--- src/rtl/audio_adc_i2s_receiver.sv ---
// I2S receiver for the WM8731 ADC path with the codec as slave: generates BCLK/ADCLRCK from MCLK,
// deserialises left/right words and queues {left, right, mono} pairs for a valid/ready consumer.
module audio_adc_i2s_receiver #(
   parameter int BCLK_DIV   = 8,
   parameter int SLOT_BITS  = 16,
   parameter int DATA_W     = 16,
   parameter int FIFO_DEPTH = 4
) (
   input  logic                          clk,
   input  logic                          reset,
   input  logic                          enable,
   input  logic                          AUD_ADCDAT,
   output logic                          AUD_BCLK,
   output logic                          AUD_ADCLRCK,
   output logic                          out_valid,
   input  logic                          out_ready,
   output logic [DATA_W-1:0]             out_left,
   output logic [DATA_W-1:0]             out_right,
   output logic [DATA_W-1:0]             out_mono,
   output logic [$clog2(FIFO_DEPTH):0]   fifo_level,
   output logic                          overflow,
   input  logic                          clr_overflow
);

   localparam int DIV_W = $clog2(BCLK_DIV);
   localparam int BIT_W = $clog2(2 * SLOT_BITS);
   localparam int PTR_W = $clog2(FIFO_DEPTH);
   localparam int LVL_W = PTR_W + 1;

   localparam logic [DIV_W-1:0] DIV_LAST   = DIV_W'(BCLK_DIV - 1);
   localparam logic [DIV_W-1:0] DIV_HALF   = DIV_W'(BCLK_DIV / 2);
   localparam logic [DIV_W-1:0] DIV_SAMPLE = DIV_W'(3 * BCLK_DIV / 4);
   localparam logic [BIT_W-1:0] BIT_LAST   = BIT_W'(2 * SLOT_BITS - 1);
   localparam logic [BIT_W-1:0] SLOT_POS   = BIT_W'(SLOT_BITS);
   localparam logic [BIT_W-1:0] DATA_POS   = BIT_W'(DATA_W);
   localparam logic [LVL_W-1:0] DEPTH_LVL  = LVL_W'(FIFO_DEPTH);
   localparam bit               LSB_WRAPS  = (DATA_W == SLOT_BITS);

   // Mono mix: 17-bit signed sum, arithmetic shift right by one (rounds toward -inf).
   function automatic logic [DATA_W-1:0] mono_mix(input logic signed [DATA_W-1:0] l,
                                                  input logic signed [DATA_W-1:0] r);
      logic signed [DATA_W:0] sum;
      sum = (DATA_W+1)'(l) + (DATA_W+1)'(r);
      return sum[DATA_W:1];
   endfunction

   logic [DIV_W-1:0]  div_q, div_d;
   logic [BIT_W-1:0]  bit_q, bit_d;
   logic              bclk_q, lrck_q;
   logic              warm_q, warm_d;
   logic              pend_q, pend_d;
   logic [DATA_W-1:0] shift_q, shift_d;
   logic [DATA_W-1:0] left_q;
   logic [DATA_W-1:0] mem_l_q [FIFO_DEPTH];
   logic [DATA_W-1:0] mem_r_q [FIFO_DEPTH];
   logic [DATA_W-1:0] mem_m_q [FIFO_DEPTH];
   logic [PTR_W-1:0]  wr_q, wr_d, rd_q, rd_d;
   logic [LVL_W-1:0]  count_q, count_d;
   logic              valid_q, ovf_q, ovf_d;
   logic [DATA_W-1:0] out_l_q, out_r_q, out_m_q;
   logic [DATA_W-1:0] head_l, head_r, head_m, mono_w;
   logic [BIT_W-1:0]  pos;
   logic              sample_en, shift_en, left_done, right_done;
   logic              pop, full, push, ovf_set, bypass;

   // Clock divider and bit counter; disabled interface parks everything at zero.
   always_comb begin
      div_d = '0;
      bit_d = '0;
      if (enable) begin
         bit_d = bit_q;
         if (div_q == DIV_LAST) begin
            bit_d = (bit_q == BIT_LAST) ? '0 : bit_q + 1'b1;
         end else begin
            div_d = div_q + 1'b1;
         end
      end
   end

   // Position within the slot; p=0 carries the LSB of the previous slot's word.
   always_comb begin
      pos        = (bit_q >= SLOT_POS) ? bit_q - SLOT_POS : bit_q;
      sample_en  = enable && (div_q == DIV_SAMPLE);
      shift_en   = sample_en && (((pos != '0) && (pos <= DATA_POS)) || ((pos == '0) && LSB_WRAPS));
      shift_d    = shift_en ? {shift_q[DATA_W-2:0], AUD_ADCDAT} : shift_q;
      left_done  = sample_en && (bit_q == SLOT_POS);
      right_done = sample_en && (bit_q == '0);
      pend_d     = right_done && !warm_q;
      warm_d     = !enable ? 1'b1 : (right_done ? 1'b0 : warm_q);
   end

   always_comb begin
      mono_w  = mono_mix(left_q, shift_q);
      pop     = valid_q && out_ready;
      full    = (count_q == DEPTH_LVL);
      push    = pend_q && (!full || pop);
      ovf_set = pend_q && full && !pop;
      wr_d    = push ? wr_q + 1'b1 : wr_q;
      rd_d    = pop ? rd_q + 1'b1 : rd_q;
      count_d = count_q;
      if (push && !pop) begin
         count_d = count_q + 1'b1;
      end else if (!push && pop) begin
         count_d = count_q - 1'b1;
      end
      bypass  = push && (wr_q == rd_d);
      head_l  = bypass ? left_q  : mem_l_q[rd_d];
      head_r  = bypass ? shift_q : mem_r_q[rd_d];
      head_m  = bypass ? mono_w  : mem_m_q[rd_d];
      ovf_d   = ovf_set ? 1'b1 : (clr_overflow ? 1'b0 : ovf_q);
   end

   always_ff @(posedge clk or posedge reset) begin
      if (reset) begin
         div_q   <= '0;
         bit_q   <= '0;
         bclk_q  <= 1'b0;
         lrck_q  <= 1'b0;
         warm_q  <= 1'b1;
         pend_q  <= 1'b0;
         wr_q    <= '0;
         rd_q    <= '0;
         count_q <= '0;
         valid_q <= 1'b0;
         ovf_q   <= 1'b0;
         out_l_q <= '0;
         out_r_q <= '0;
         out_m_q <= '0;
      end else begin
         div_q   <= div_d;
         bit_q   <= bit_d;
         bclk_q  <= (div_d >= DIV_HALF);
         lrck_q  <= (bit_d >= SLOT_POS);
         warm_q  <= warm_d;
         pend_q  <= pend_d;
         wr_q    <= wr_d;
         rd_q    <= rd_d;
         count_q <= count_d;
         valid_q <= (count_d != '0);
         ovf_q   <= ovf_d;
         if (count_d != '0) begin
            out_l_q <= head_l;
            out_r_q <= head_r;
            out_m_q <= head_m;
         end
      end
   end

   // Datapath storage carries no reset; the control above decides what is valid.
   always_ff @(posedge clk) begin
      shift_q <= shift_d;
      if (left_done) begin
         left_q <= shift_d;
      end
      if (push) begin
         mem_l_q[wr_q] <= left_q;
         mem_r_q[wr_q] <= shift_q;
         mem_m_q[wr_q] <= mono_w;
      end
   end

   assign AUD_BCLK    = bclk_q;
   assign AUD_ADCLRCK = lrck_q;
   assign out_valid   = valid_q;
   assign out_left    = out_l_q;
   assign out_right   = out_r_q;
   assign out_mono    = out_m_q;
   assign fifo_level  = count_q;
   assign overflow    = ovf_q;

endmodule

--- config.mk ---
export PLATFORM = sky130hd
export DESIGN_NAME = audio_adc_i2s_receiver
export DESIGN_NICKNAME = d
export VERILOG_FILES = /design/src/rtl/audio_adc_i2s_receiver.sv
export SDC_FILE = /design/constraint.sdc
export NUM_CORES = 1
export LEC_CHECK = 0
export ABC_CLOCK_PERIOD_IN_PS = 3100
export CAP_MARGIN = 25
export CORE_MARGIN = 10
export CORE_UTILIZATION = 54
export DETAILED_ROUTE_END_ITERATION = 12
export GPL_ROUTABILITY_DRIVEN = 0
export MAX_ROUTING_LAYER = met4
export PLACE_DENSITY_LB_ADDON = 0.1
export SYNTH_ARGS = -nofsm -noshare
export SYNTH_HDL_FRONTEND = slang
export SYNTH_SLANG_ARGS = --single-unit
--- constraint.sdc ---
create_clock -name clk -period 3.1 [get_ports clk]
set_input_delay 0.775 -clock clk [delete_from_list [all_inputs] [get_ports clk]]
set_output_delay 0.775 -clock clk [all_outputs]
set_load 0.01 [all_outputs]
[After elaboration in Yosys (flattened, before gate mapping)]
Memory sizes are Yosys's and may differ from the RTL's. A register that Yosys moved wholly into a read port is not among the register bits.
Index checks and enable logic that the tools add are counted.
Cells by class
  add/subtract/negate cells: 8
  magnitude comparators: 4
  eq/ne operators: 6
  multiplexer cells: 16
  reductions and logical operators: 23
Operator list (number)
  two-way mux 5 bit: 4
  adder 16 x 16 -> 17 bit: 1
  two-way mux 16 bit: 1
  logical AND 1 bit: 12
  two-way mux 3 bit: 4
  equality test 5 bit (second input constant): 2
  >= comparator 5 bit (second input constant): 2
  logical NOT 5 bit: 2
  equality test 3 bit (second input constant): 3
  adder 3 x 1 -> 3 bit (second input constant): 2
  two-way mux 1 bit: 6
  adder 5 x 1 -> 5 bit (second input constant): 1
  <= comparator 5 bit (second input constant): 1
  nonzero test 5 bit: 1
  subtractor 5 bit (second input constant): 1
  adder 2 x 1 -> 2 bit (second input constant): 2
  logical NOT 1 bit: 4
  >= comparator 3 bit (second input constant): 1
  nonzero test 3 bit: 1
  subtractor 3 x 1 -> 3 bit (second input constant): 1
  logical OR 1 bit: 2
  two-way mux 2 bit: 1
  inequality test 2 x 1 -> 1 bit (second input constant): 1
  nonzero test 2 bit: 1
Storage, ports and cells
  register bits after elaboration: 53
  memory bits (writable): 192
  output and inout port bits: 55
  word-level logic and storage cells: 73
  memories: 3
Memories
  mem_l_q: depth 4, width 16, read ports 1, clocked after memory_dff 1, wr ports 1, line 54  | logic [DATA_W-1:0] mem_l_q [FIFO_DEPTH];
  mem_m_q: depth 4, width 16, read ports 1, clocked after memory_dff 1, wr ports 1, line 56  | logic [DATA_W-1:0] mem_m_q [FIFO_DEPTH];
  mem_r_q: depth 4, width 16, read ports 1, clocked after memory_dff 1, wr ports 1, line 55  | logic [DATA_W-1:0] mem_r_q [FIFO_DEPTH];

[Depth between registers and ports, before layout]
  depth in word-level cells: 9
  gate-level depth with buffers: 11

[Least setup slack after synthesis]
Ideal clock, no wire load.
  kind: input to register
  start point: in enable
  end point: reg left_q[0], enable pin
  data arrival time: 3403 ps
  data required time: 2664 ps
  slack: -739 ps
  stages: 4
  path buffers: 1
  cell sequence: clkbuf_1 -> nand3_1 -> or3_1 -> nor4b_1
On the way
  word-level cells in the longest chain between the ends: 2
RTL lines
  start, declared: line 11  | input logic enable,
  logical AND 1 bit: line 83  | sample_en = enable && (div_q == DIV_SAMPLE);
  logical AND 1 bit: line 86  | left_done = sample_en && (bit_q == SLOT_POS);
  net left_done: line 63  | logic sample_en, shift_en, left_done, right_done;
  end signal, assigned: line 153  | left_q <= shift_d;
  end, declared: line 53  | logic [DATA_W-1:0] left_q;
The timed path passes the listed nets, and every way through them passes these cells.
A chain may end at the register's enable or synchronous reset.

==> impl_metrics.toml <==
[outcome]
outcome = "finished, final reports clean"

[timing]
period_minus_slack_ps = 2860
worstMarginPinSlew_ps = 950
relSlewSlack_pct = 35.0
setup_viol = 0
max_clock_freq_mhz = 350
hold_violations = 0
clock_skew_ps = 8.95
drv_slew = 0
finalSetupTns_ps = 0
period_share_pct = 92.2
finalHoldWorstSlack_ps = 457
rsz0062_at_grt = "false"

[floorplanning]
start_util_pct = 54.9
core-area_um2 = 21800
die_area_um2 = 28600
die_y_um = 169
boundaryPins = 61
rows = 54
die_w_um = 169

[clock_network]
cts_made_buffers = 29
ctsResizeCount = 0
cts_hold_buf = 0
cts_max_level = 1
post_cts_buffers = 0
clkLatencyLatePin_ps = 550
cts_root_buf = "clkbuf_16"
cts_max_path_buffers = 3
cts_tree = "done"
clk_pin_slew_ps = 60
clock_sinks = 291

[yosys]
yosys.area.top_type = "edfxtp_1"
syn_nets = 755
yosysWarnings = 0
synth_compound_area_share_pct = 5.49
netlist.area_leader.share_pct = 52.1
synthSimpleGateAreaFrac_pct = 4.93
async_reset_ff_share_pct = 23.0
netlist_top_cells_area = "edfxtp_1 52%, dfrtp_1 14%, mux4_2 9.0%, mux2i_1 3.5%, ha_1 2.9%"
synthCells = 720
ys_types = 56
netlist_area_um2 = 12000
ys_seq_elements = 291
synth_mux_area_share_pct = 14.1
synth_top_family_by_area = "multiplexers"
yosysSeqAreaShare_pct = 68.8
synth_ff_type = "edfxtp_1"
synth_edf_count = 208
synth_xor_area_share_pct = 1.38
synthAdderAreaFrac_pct = 3.09
post_synth.cell_area_avg_um2 = 16.6

[detailed_routing]
via_per_inst = 5.87
ant_nets = 0
drtPass1Iterations = 5
drt_wl_total_mm = 24.8
via_count = 6501
drt_iter0_drc = 434
wire_per_inst_um = 22.4
drc = 0

[hold_path]
min_path_type = "reg -> reg"

[layout]
final_cells = 1108
n_fill_cell = 1550
final_nets = 840
area_delta_synth_final_pct = 17.2
mostFrequentLayoutCells = "208 x edfxtp_1, 66 x dfrtp_1, 60 x clkdlybuf4s50_1"
layout_commonest_cell = "edfxtp_1"
drive_above_1_share_pct = 17.1
diodes = 0

[pwr]
ir_worst_vdd_mv = 0.593
p_leak_nw = 5.06
cellPowerDensity_nw_per_um2 = 844

[grt]
grt_max_degree = 68
antenna_found_initial = 0
grt_pass1_wl_mm = 39.2
grt_overflow = 0
track_usage_pct = 17.7
grt_pass1_vias = 6880

[setup_path]
cp.arrival_ps = 3290
path_class = "reg -> reg"
end_kind = "register"
required_ps = 3530
cp_max_fo = 7
crit_path_start_kind = "register"

[place]
numPortBuffers = 60
dp_hpwl_mm = 15.7
dp_cells = 1054

[run]
maxCapViolCount = 0
[cell type report]
| class | count | area [um^2] | area share (%) |
|---|---|---|---|
| multi-input combinational | 380 | 3520 | 25.1 |
| timing repair buffer | 86 | 1010 | 7.18 |
| tap | 280 | 350 | 2.49 |
| clock inverter | 17 | 103 | 0.731 |
| clock buffer | 37 | 756 | 5.38 |
| inverter | 17 | 63.8 | 0.454 |
| sequential | 291 | 8240 | 58.7 |
[worst max-delay path, stage by stage, from the launching register on]
cell and delay, ps:
edfxtp_1 520, fa_1 530, a211oi_1 360, o211ai_1 200
a31oi_1 360, o21a_1 220, xnor2_1 180, a221o_1 360
[final timing paths]
check / from / endpoint / slack (ps) / depth (start not counted)
setup / recovery: left_q[1] / out_mono[13] / 240 / 7
hold / removal: div_q[0] / div_q[0] / 460 / 1
setup reg to reg: left_q[1] / out_mono[13] / 240 / 7
hold reg to reg: div_q[0] / div_q[0] / 460 / 1
max in group asynchronous: reset / out_right[6] / 2140 / 3
min in group asynchronous: reset / bit_q[1] / 630 / 3
[per-stage QoR]
step	utilization, %	total power, mW	area [um^2]	worst slack [ps]
6_report	64.4	11.8	14000	241
4_1_cts	64.4	12.0	14000	233
2_1_floorplan	-	7.29	12000	41.5
3_3_place_gp	60.4	8.72	13200	122
3_5_place_dp	60.4	8.84	13200	52.3
5_1_grt	64.4	12.5	14000	42.6
[sequential cells by signal, indices dropped and copies added (netlist names), 3 cells and up]
register    count
bit_q           5
fifo_level      3
left_q         16
mem_l_q        64
mem_m_q        64
mem_r_q        64
out_left       16
out_mono       16
out_right      16
shift_q        16
[per-layer routing]
metal  global-route usage [%]  wire, um  vias to the layer above  part of all wire, %
met4                     3.94       418                        0                  1.7
met3                     2.78      1340                       40                  5.4
met1                     22.9     10700                     3344                   43
li1                         -         -                     2946                    -
met2                     29.4     12400                      171                   50
met5                        -         0                        -                    0
[kinds of logic after synthesis]
family | after synthesis
DFF | 291
and+or+nand+nor | 118
AOI/OAI and AO/OA | 108
muxes | 107
buffers and inverters | 49
adders and majority gates | 29
xor gates and xnor gates | 18
[power breakdown]
| group | total (mW) | internal [mW] | leakage (nW) | switching [mW] |
|---|---|---|---|---|
| Sequential | 4.79 | 4.54 | 2.64 | 0.255 |
| Combinational | 3.88 | 2.03 | 2.01 | 1.85 |
| Clock | 3.17 | 1.79 | 0.416 | 1.38 |
[synthesized netlist by cell type (2+ instances only)]
library cell,count
mux2_2,17
inv_1,16
buf_4,3
o21ai_0,45
xor2_1,6
buf_6,7
nand2b_1,2
mux4_2,48
nor3b_1,6
nand3b_1,3
dfxtp_1,16
and3_1,8
clkbuf_1,8
nor2b_1,5
o21a_1,2
ha_1,28
nor2_1,15
and2_1,11
mux2i_1,42
a21boi_0,2
buf_2,14
nor4b_1,2
nand4_1,3
a21oi_1,26
xnor2_1,11
dfrtp_1,66
a211oi_1,2
a221o_1,6
nor3_1,3
o22ai_1,3
nand3_1,4
a21o_1,6
nand2_1,52
edfxtp_1,208
a31oi_1,3
Power figures use the tool's default switching activity.
